## config.mk

```make
export PLATFORM = sky130hd
export DESIGN_NAME = fetch_stage
export DESIGN_NICKNAME = d
export VERILOG_FILES = /design/src/rtl/fetch_stage.sv
export SDC_FILE = /design/constraint.sdc
export NUM_CORES = 1
export LEC_CHECK = 0
export ABC_AREA = 1
export BUFFER_PORTS_ARGS = -buffer_cell sky130_fd_sc_hd__clkbuf_2
export CORE_MARGIN = 4
export CORE_UTILIZATION = 55
export DETAILED_ROUTE_END_ITERATION = 16
export GPL_TIMING_DRIVEN = 0
export PLACE_DENSITY_LB_ADDON = 0.05
export SLEW_MARGIN = 20
export SYNTH_ARGS = -nofsm -noshare
export SYNTH_HDL_FRONTEND = slang
export SYNTH_SLANG_ARGS = --single-unit
```

## constraint.sdc

```tcl
create_clock -name clk -period 4 [get_ports clk]
set_input_delay 0.8 -clock clk [delete_from_list [all_inputs] [get_ports clk]]
set_output_delay 0.8 -clock clk [all_outputs]
set_load 0.01 [all_outputs]
```

## src/rtl/fetch_stage.sv

```systemverilog
// fetch_stage: instruction-fetch stage, feeds the IF/ID register.
//   Owns the PC and fetches over a req/ack handshake with variable latency.
//   A one-entry hold buffer absorbs a response that lands while the pipeline
//   is frozen. Branch redirects from EXE abandon an in-flight request by
//   "killing" it: the request stays on the bus until acked, then is dropped.
// Ports:
//   clk, rst (sync, active-low)
//   freeze                     stall from ID, outputs hold
//   branch_taken, branch_addr  redirect from EXE
//   imem_req/imem_addr         fetch request, held until imem_ack
//   imem_ack/imem_rdata        one-cycle response strobe and data
//   pc_out/instruction_out/valid_out   to IF/ID
// Optional: define IF_PERF_EN to add perf_fetch_cnt / perf_stall_cnt.
module fetch_stage #(
    parameter logic [31:0] RESET_PC = 32'h0,
    parameter logic [31:0] PC_STEP  = 32'd4
) (
    input  logic        clk,
    input  logic        rst,
    input  logic        freeze,
    input  logic        branch_taken,
    input  logic [31:0] branch_addr,
    output logic        imem_req,
    output logic [31:0] imem_addr,
    input  logic        imem_ack,
    input  logic [31:0] imem_rdata,
    output logic [31:0] pc_out,
    output logic [31:0] instruction_out,
    output logic        valid_out
`ifdef IF_PERF_EN
    ,
    output logic [31:0] perf_fetch_cnt,
    output logic [31:0] perf_stall_cnt
`endif
);

    typedef enum logic {FETCH, FULL} state_t;

    state_t      state, state_next;
    logic [31:0] pc;
    logic        kill;
    logic [31:0] kill_addr;
    logic [31:0] hold_pc;
    logic [31:0] hold_instr;
    logic        accept;   // response is real and belongs to the current pc

    // State register
    always_ff @(posedge clk) begin
        if (!rst) state <= FETCH;
        else      state <= state_next;
    end

    always_comb begin
        imem_req   = (state == FETCH);
        imem_addr  = kill ? kill_addr : pc;
        accept     = imem_req && imem_ack && !kill && !branch_taken;
        state_next = state;
        if (branch_taken)
            state_next = FETCH;
        else if (state == FETCH && accept && freeze)
            state_next = FULL;
        else if (state == FULL && !freeze)
            state_next = FETCH;
    end

    always_ff @(posedge clk) begin
        if (!rst) begin
            pc              <= RESET_PC;
            kill            <= 1'b0;
            kill_addr       <= 32'h0;
            hold_pc         <= 32'h0;
            hold_instr      <= 32'h0;
            pc_out          <= 32'h0;
            instruction_out <= 32'h0;
            valid_out       <= 1'b0;
        end else if (branch_taken) begin
            pc              <= branch_addr;
            instruction_out <= 32'h0;
            valid_out       <= 1'b0;
            // The bus address must not change while a request is pending, so
            // remember it and discard its response when it arrives. If a kill
            // is already pending, its address stays; an ack this cycle ends it.
            if (kill) begin
                if (imem_ack) kill <= 1'b0;
            end else if (imem_req && !imem_ack) begin
                kill      <= 1'b1;
                kill_addr <= imem_addr;
            end
        end else if (state == FETCH) begin
            if (imem_ack && kill) begin
                kill <= 1'b0;
                if (!freeze) begin
                    instruction_out <= 32'h0;
                    valid_out       <= 1'b0;
                end
            end else if (accept) begin
                pc <= pc + PC_STEP;
                if (freeze) begin
                    hold_pc    <= pc + PC_STEP;
                    hold_instr <= imem_rdata;
                end else begin
                    pc_out          <= pc + PC_STEP;
                    instruction_out <= imem_rdata;
                    valid_out       <= 1'b1;
                end
            end else if (!freeze) begin
                instruction_out <= 32'h0;
                valid_out       <= 1'b0;
            end
        end else if (!freeze) begin
            pc_out          <= hold_pc;
            instruction_out <= hold_instr;
            valid_out       <= 1'b1;
        end
    end

`ifdef IF_PERF_EN
    always_ff @(posedge clk) begin
        if (!rst) begin
            perf_fetch_cnt <= 32'h0;
            perf_stall_cnt <= 32'h0;
        end else begin
            if (accept)                perf_fetch_cnt <= perf_fetch_cnt + 32'd1;
            if (imem_req && !imem_ack) perf_stall_cnt <= perf_stall_cnt + 32'd1;
        end
    end
`else
    // Performance counters not built.
`endif

endmodule

```

==> flow_summary_export.csv, run 1 <==
group,metric,value,unit
timing,finClkSkew,0.00987,ns
yosys,synthTopCellsByArea,"dfxtp_1 (43%), nand2_1 (14%), o21ai_0 (10%), a21oi_1 (9.0%), inv_1 (5.8%)",
global_routing,overflow,0,
yosys,synth_top_family_by_area,"compound AO/OA/AOI/OAI gates",
final_layout,final_common_cell,"nand2_1",
worst_setup_path,path_max_fanout,10,
clock_network,hold_buffers,0,
final_layout,drive_above_1_share,16.9,%
placement,portBuffers,164,
die,die_height,136,um
yosys,synth_cells,1313,
timing,slew_headroom,55.2,%
worst_setup_path,start_kind,"flop",
final_layout,final_cell_count_no_fill,1725,
worst_setup_path,critPathMaxStageDelay,0.51,ns
run,cap_violations,0,
worst_setup_path,ff2ff_setup_slack,2.02,ns
timing,fin_crit_sh,68.6,%
timing,drv_slew,0,
placement,place.gp.congestion,0.956,
yosys,synth-simple-area-share,21.5,%
worst_setup_path,arrival,1.94,ns
route,firstDrtPassIters,5,
clock_network,cts_buffers,17,
die,core,16000,um2
clock_network,htreeDepth,4,
final_layout,areaGrowthSynthToFinish,19.5,%
route,drt_iter0_markers,801,
worst_setup_path,required,3.20,ns
clock_network,cts_tree,"yes",
route,drc_errors,0,
global_routing,grt_antenna_before_repair,0,
die,ioPinCount,167,
clock_network,cts_sinks,195,
final_layout,stdcell_area,10800,um2
clock_network,cts.repair.resized,0,
route,avgViaCountPerCell,5.34,
route,routedWlPerCell,15.5,um
clock_network,clk_path_buf_depth,2,
yosys,ys_types,32,
worst_setup_path,crit_slowest_cell,"clkbuf_1",
power,ir_drop,0.337,mV
yosys,yosysSeqAreaShare,43.1,%
timing,fin_setup_tns,0,ns
die,fp-row-count,46,
yosys,syn_area,9050,um2
route,vias,9216,
placement,place_area,10100,um2
final_layout,antenna_cells,0,
route,antenna_left,0,
clock_network,insertion_delay,0.44,ns
final_layout,post-route-util,67.6,%
status,outcome,"finished clean",
worst_setup_path,cp-end-kind,"primary output",
placement,placedCellCount,1693,
die,die_area,18600,um2
worst_setup_path,crit_cells,5,
yosys,avgSynthCellArea,6.89,um2
yosys,synthAdderAreaFrac,0.138,%
timing,setup_violations,0,
power,leakage,4.78,nW
yosys,yosysWarnings,0,
yosys,synth_top_area_share,43.1,%
global_routing,grt_max_degree,17,
power,power.density,421,nW/um2
yosys,ys_ff_latch,195,
worst_hold_path,min_path_type,"reg2reg",
placement,hpwlAfterDp,19900,um
timing,fmax,0.365,GHz
clock_network,clk_pin_slew,0.07,ns
final_layout,final_cell_mix,"nand2_1 (343), dfxtp_1 (195), o21ai_0 (181), clkbuf_2 (164), a21oi_1 (162)",
worst_setup_path,critical_path.cell_chain,"buf_6 -> inv_2 -> buf_2 -> clkbuf_1 -> clkbuf_2",
worst_setup_path,critical_path.top_delay_family,"buffers and inverters",
timing,min_period,2.74,ns
yosys,synthXorXnorAreaFrac,1.53,%
global_routing,grt_pass1_wl,42400,um
final_layout,nNetsFinal,1566,
yosys,synth_nets,1383,
timing,hold_viol,0,
yosys,synth.largest_area_cell,"dfxtp_1",
global_routing,grt_pass1_vias,8387,
die,start_util,56.6,%
global_routing,grt_usage,28.8,%
yosys,synthMuxAreaShare,0,%
worst_setup_path,r2r_cells,8,
worst_setup_path,critical_path_class,"reg2out",
timing,rsz0062_at_grt,"no",
route,routed_wl,26800,um
worst_setup_path,crit_buf_inv,5,
die,die_w,136,um
clock_network,postCtsSetupRepairBufs,0,
clock_network,root_buffer,"clkbuf_16",
yosys,synth_compound_area_share,23.1,%
timing,worst_pin_slew,0.672,ns
worst_hold_path,hold_depth,2,
## cell type report
type                    instances  area (um2)
multi-input cells             888        4190
plain buffers                  83         404
inverters                     147         554
clock buffers                  20         467
clock inverters                12         203
fillers                      1482        5190
well taps                     216         270
flip-flops and latches        195        3900
repair buffers                164         821
## layer usage
layer	share of wire, %	track usage, %	up-vias
met4	1.9	7.39	0
met2	46	46.1	309
met1	45	40.0	4272
met3	6.3	5.59	40
li1	-	-	4595
met5	0	0	-
## where the power goes
part,internal (mW),switching [mW],leakage [nW]
clock,1.16,0.779,0.326
sequential,2.04,0.0579,1.59
combinational,0.178,0.341,2.86
## worst min-delay path, cell delays in order (launching register included)
cell	delay, ns
dfxtp_1	0.31
inv_1	0.04
a21oi_1	0.05
## path summary, 6_finish.rpt
path | start | end
max reg2reg | pc[2] | pc[18]
min | kill_addr[25] | kill_addr[25]
min reg2reg | kill_addr[25] | kill_addr[25]
max | state | imem_req
## logic make-up after synthesis
logic type	Yosys count
fa+ha+maj	1
buf+inv	230
simple gates	470
xor+xnor	15
compound gates	402
flops	195
## Yosys cell counts
library cell,n
inv_4,1
buf_4,4
nand2_4,2
o211ai_1,3
xor2_2,1
o21bai_1,17
buf_6,7
dfxtp_1,195
a21oi_1,162
nand3_4,2
nand2_1,343
o21ai_1,25
inv_2,6
a21o_1,2
xor2_1,12
nor2_2,5
a21oi_4,1
nand2_2,2
and2_1,2
a31oi_1,10
o2111ai_1,1
buf_1,1
o21ai_0,181
nand3_1,41
buf_2,20
nor3_1,1
ha_1,1
xnor2_1,2
nor2_4,8
clkbuf_1,51
nor2_1,64
inv_1,140
## sequential cells by signal, summed over array words and instances (netlist names), named ones only
signal,count
state,1
hold_instr,32
pc_out,32
kill_addr,32
pc,32
kill,1
instruction_out,32
hold_pc,32
## stage by stage
stage,hold WS (ns),power [mW],setup slack (ns)
floorplan,0.420,2.45,2.10
global placement,0.432,2.64,1.74
detailed placement,0.437,2.65,1.72
CTS,0.447,4.56,1.30
global route,0.458,4.73,1.20
finish,0.444,4.56,1.26
Power figures use the tool's default switching activity.
==> inputs of run 2 (changes only) <==
Settings changed: CORE_UTILIZATION 55 to 50.
Clock period 4 ns to 2.3 ns, I/O delays scaled along.
==> run 2 against run 1 <==
  * Sequential cell count is the same
  * Largest cell class unchanged
  * Combinational power grew 74%
  * Global-route usage shrank 2.1 points
  * Critical path type unchanged
  * Sequential share of layout area grew 0.20 points
  * Clock-buffer cell count shrank 3
  * Total power grew 66%
==> flow_summary_export.csv, run 2 (same netlist as run 1, synthesis figures left out) <==
group,metric,value,unit
status,outcome,"finished clean",
global_routing,overflow,0,
die,start_util,51.6,%
clock_network,clk_path_buf_depth,2,
timing,setup_violations,0,
final_layout,post-route-util,61.3,%
worst_setup_path,required,1.84,ns
global_routing,grt_usage,26.7,%
worst_setup_path,cp-end-kind,"primary output",
route,firstDrtPassIters,5,
timing,fin_setup_tns,0,ns
worst_setup_path,start_kind,"flop",
route,drc_errors,0,
clock_network,hold_buffers,0,
timing,finClkSkew,0.00891,ns
route,avgViaCountPerCell,5.23,
timing,slew_headroom,55.1,%
clock_network,cts_tree,"yes",
clock_network,clk_pin_slew,0.08,ns
die,ioPinCount,167,
die,core,17500,um2
timing,drv_slew,0,
timing,rsz0062_at_grt,"yes",
route,routedWlPerCell,15.6,um
placement,dp_slack,0.314,ns
timing,layout_setup_ws,0.113,ns
die,die_area,20300,um2
final_layout,final_common_cell,"nand2_1",
global_routing,grt_pass1_vias,8349,
die,fp-row-count,48,
worst_setup_path,critical_path_class,"reg2out",
global_routing,grt_antenna_before_repair,0,
placement,portBuffers,164,
route,antenna_left,0,
final_layout,antenna_cells,0,
clock_network,cts_sinks,195,
clock_network,root_buffer,"clkbuf_16",
timing,worst_pin_slew,0.674,ns
power,power.density,703,nW/um2
clock_network,cts_buffers,17,
run,cap_violations,0,
placement,place.gp.congestion,0.924,
route,vias,9070,
power,leakage,4.74,nW
timing,min_period,2.19,ns
worst_hold_path,min_path_type,"in2reg",
timing,fmax,0.457,GHz
final_layout,areaGrowthSynthToFinish,18.8,%
route,drt_iter0_markers,619,
clock_network,htreeDepth,4,
worst_setup_path,arrival,1.73,ns
worst_setup_path,path_max_fanout,10,
die,die_w,143,um
global_routing,grt_max_degree,20,
final_layout,drive_above_1_share,17.0,%
clock_network,postCtsSetupRepairBufs,0,
timing,fin_crit_sh,95.1,%
global_routing,grt_pass1_wl,43500,um
timing,hold_viol,0,
route,routed_wl,27100,um
final_layout,final_cell_mix,"nand2_1 (343), dfxtp_1 (195), o21ai_0 (181), clkbuf_2 (165), a21oi_1 (162)",
die,die_height,143,um
final_layout,nNetsFinal,1565,
placement,hpwlAfterDp,20500,um
power,ir_drop,0.573,mV
timing,holdWs,0.265,ns
clock_network,insertion_delay,0.44,ns
[run 2: cell count changes in the layout (fill, tap and decap cells not counted)]
cell / delta
clkinvlp_4: +1
clkinv_4: -2
clkbuf_4: +5
clkbuf_2: +1
clkbuf_1: -2
bufinv_16: -4
clkinv_2: -1
buf_2: -5
clkbuf_8: -3
clkinv_8: +1
inv_6: +4
inv_8: +4
[run 2: timing repair]
item | 4_1_cts | 5_1_grt
resized for setup | 0 | 7
setup endpoints to repair | 1 | 21
endpoints found under the hold margin | 0 | 0
[run 2: stage by stage]
step / instances / instance area, um2 / power [mW]
floorplan: 1313 / 9050 / 4.26
global placement: 1702 / 10200 / 4.60
detailed placement: 1702 / 10200 / 4.62
CTS: 1733 / 10700 / 7.58
global route: 1733 / 10800 / 7.86
finish: 1733 / 10800 / 7.56
[run 2: critical path, cell delays in order, from the launching register on]
cell and delay [ns]:
dfxtp_1 0.44, clkbuf_4 0.24, clkbuf_4 0.23, nand2_1 0.06, o21ai_0 0.12, clkbuf_2 0.19
[run 2: path summary, 6_finish.rpt]
kind / startpoint / end / slack (ns) / depth (start not counted)
setup / recovery: kill / imem_addr[2] / 0.11 / 5
hold / removal: imem_rdata[18] / hold_instr[18] / 0.27 / 3
setup reg to reg: pc[2] / pc_out[12] / 0.36 / 8
hold reg to reg: kill_addr[24] / kill_addr[24] / 0.45 / 2
[run 2: layout make-up]
| class | instances | area (um2) |
|---|---|---|
| fillers | 1739 | 6790 |
| multi-input cells | 888 | 4190 |
| flip-flops and latches | 195 | 3900 |
| repair buffers | 164 | 821 |
| inverters | 147 | 554 |
| clock buffers | 17 | 425 |
| plain buffers | 82 | 414 |
| well taps | 225 | 282 |
| clock inverters | 15 | 164 |
[run 2: power breakdown]
group | internal (mW) | switching [mW] | leakage (nW)
combinational | 0.312 | 0.593 | 2.86
sequential | 3.54 | 0.101 | 1.59
clock | 1.55 | 1.46 | 0.285
[run 2: layer usage]
layer  GRT usage, %  wire, um  share of wire (%)
met1           37.8     12500                 46
met2           42.5     12400                 46
met3           4.37      1740                6.4
met4           7.15       445                1.6
met5              0         0                  0
==> inputs of run 3 (changes only) <==
Settings changed: SETUP_SLACK_MARGIN from default to 0.15.
==> run 3 against run 2 <==
  * Die area did not move
  * Setup slack improved by 0.081 ns
  * Fmax up 3.8%
  * Register-to-register slack got worse by 0.03 ns
  * Global-route usage about the same
  * Sequential cell count stayed put
  * Clock-buffer cell count unchanged
  * Largest cell class unchanged
  * Largest power group unchanged
  * Highest routed layer unchanged
==> flow_summary_export.csv, run 3 (same netlist as run 1, synthesis figures left out) <==
group,metric,value,unit
final_layout,nNetsFinal,1565,
timing,hold_viol,0,
timing,holdWs,0.266,ns
route,avgViaCountPerCell,5.25,
clock_network,postCtsSetupRepairBufs,0,
worst_setup_path,start_kind,"flop",
clock_network,hold_buffers,0,
route,drc_errors,0,
final_layout,drive_above_1_share,17.0,%
timing,worst_pin_slew,0.695,ns
power,power.density,703,nW/um2
timing,slew_headroom,53.6,%
power,leakage,4.74,nW
route,drt_iter0_markers,683,
global_routing,grt_pass1_wl,43500,um
die,core,17500,um2
worst_setup_path,cp-end-kind,"primary output",
final_layout,multi_input_area,4190,um2
clock_network,cts_tree,"yes",
placement,place.gp.congestion,0.924,
worst_setup_path,critical_path_class,"reg2out",
timing,min_period,2.11,ns
clock_network,htreeDepth,4,
timing,setup_violations,0,
worst_setup_path,path_max_fanout,10,
timing,rsz0062_at_grt,"no",
die,fp-row-count,48,
placement,hpwlAfterDp,20500,um
timing,finClkSkew,0.00834,ns
die,die_w,143,um
placement,portBuffers,164,
placement,dp_slack,0.314,ns
clock_network,cts_sinks,195,
final_layout,antenna_cells,0,
global_routing,grt_usage,26.7,%
route,vias,9096,
worst_hold_path,hold_path.startpoint,"imem_rdata[21]",
clock_network,cts_buffers,17,
run,cap_violations,0,
timing,fin_setup_tns,0,ns
power,ir_drop,0.573,mV
final_layout,final_common_cell,"nand2_1",
die,die_area,20300,um2
worst_setup_path,reg2reg_from,"pc[2]",
final_layout,seqCellArea,3910,um2
final_layout,fill_cells,1738,
timing,fmax,0.475,GHz
global_routing,overflow,0,
die,die_height,143,um
status,outcome,"finished clean",
final_layout,final_cell_mix,"nand2_1 (343), dfxtp_1 (194), o21ai_0 (180), clkbuf_2 (165), a21oi_1 (162)",
route,routedWlPerCell,15.7,um
timing,drv_slew,0,
worst_hold_path,min_path_type,"in2reg",
worst_setup_path,crit_slowest_cell,"dfxtp_2",
clock_network,root_buffer,"clkbuf_16",
route,routed_wl,27100,um
global_routing,grt_max_degree,20,
worst_setup_path,arrival,1.65,ns
die,ioPinCount,167,
clock_network,clk_pin_slew,0.08,ns
clock_network,insertion_delay,0.44,ns
clock_network,clk_path_buf_depth,2,
global_routing,grt_pass1_vias,8347,
worst_setup_path,critical_path.cell_chain,"buf_4 -> clkbuf_4 -> o21ai_0 -> clkbuf_2",
global_routing,grt_antenna_before_repair,0,
route,antenna_left,0,
timing,fin_crit_sh,91.6,%
final_layout,areaGrowthSynthToFinish,18.8,%
worst_setup_path,critPathLaunch,"kill",
timing,layout_setup_ws,0.194,ns
route,firstDrtPassIters,6,
worst_setup_path,critPathMaxStageDelay,0.36,ns
worst_setup_path,required,1.84,ns
die,start_util,51.6,%
-- run 3: through the flow --
stage | power (mW) | area, um2 | std cells | util, %
after floorplan | 4.26 | 9050 | 1313 | -
after global placement | 4.60 | 10200 | 1702 | 57.9
after detailed placement | 4.62 | 10200 | 1702 | 57.9
after CTS | 7.58 | 10700 | 1733 | 61.3
after global routing | 7.86 | 10800 | 1733 | 61.3
final | 7.56 | 10800 | 1733 | 61.3
-- run 3: worst paths after layout --
check	to	slack [ns]	cells after the start
max	imem_addr[31]	0.19	4
min	hold_instr[21]	0.27	3
max reg2reg	pc_out[12]	0.33	8
min reg2reg	kill_addr[24]	0.45	2
-- run 3: repair_timing --
item	in CTS	in global routing
resized for setup	4	4
setup endpoints to repair	33	12
pin swaps	0	0
-- run 3: final cells by class --
type	instances	share of cell area, %
inverters	147	5.15
clock inverters	15	1.52
repair buffers	164	7.63
clock buffers	17	3.96
plain buffers	82	3.85
flip-flops and latches	195	36.3
multi-input cells	888	38.9
well taps	225	2.62
-- run 3: critical path, delay by kind of cell (launching register included) --
kind | cells | cell delay [ns]
compound gates | 1 | 0.30
flops | 1 | 0.36
buf+inv | 3 | 0.56
-- run 3: power by group --
| group | switching (mW) | total, mW | internal, mW |
|---|---|---|---|
| Sequential | 0.101 | 3.64 | 3.54 |
| Clock | 1.46 | 3.01 | 1.55 |
| Combinational | 0.595 | 0.907 | 0.312 |
| Total | 2.16 | 7.56 | 5.40 |
-- run 3: routing by layer --
metal | up-vias | global-route usage, % | part of all wire, %
li1 | 4606 | - | -
met1 | 4172 | 37.8 | 46
met2 | 285 | 42.5 | 46
met3 | 33 | 4.37 | 6.3
met4 | 0 | 7.15 | 1.7
met5 | - | 0 | 0
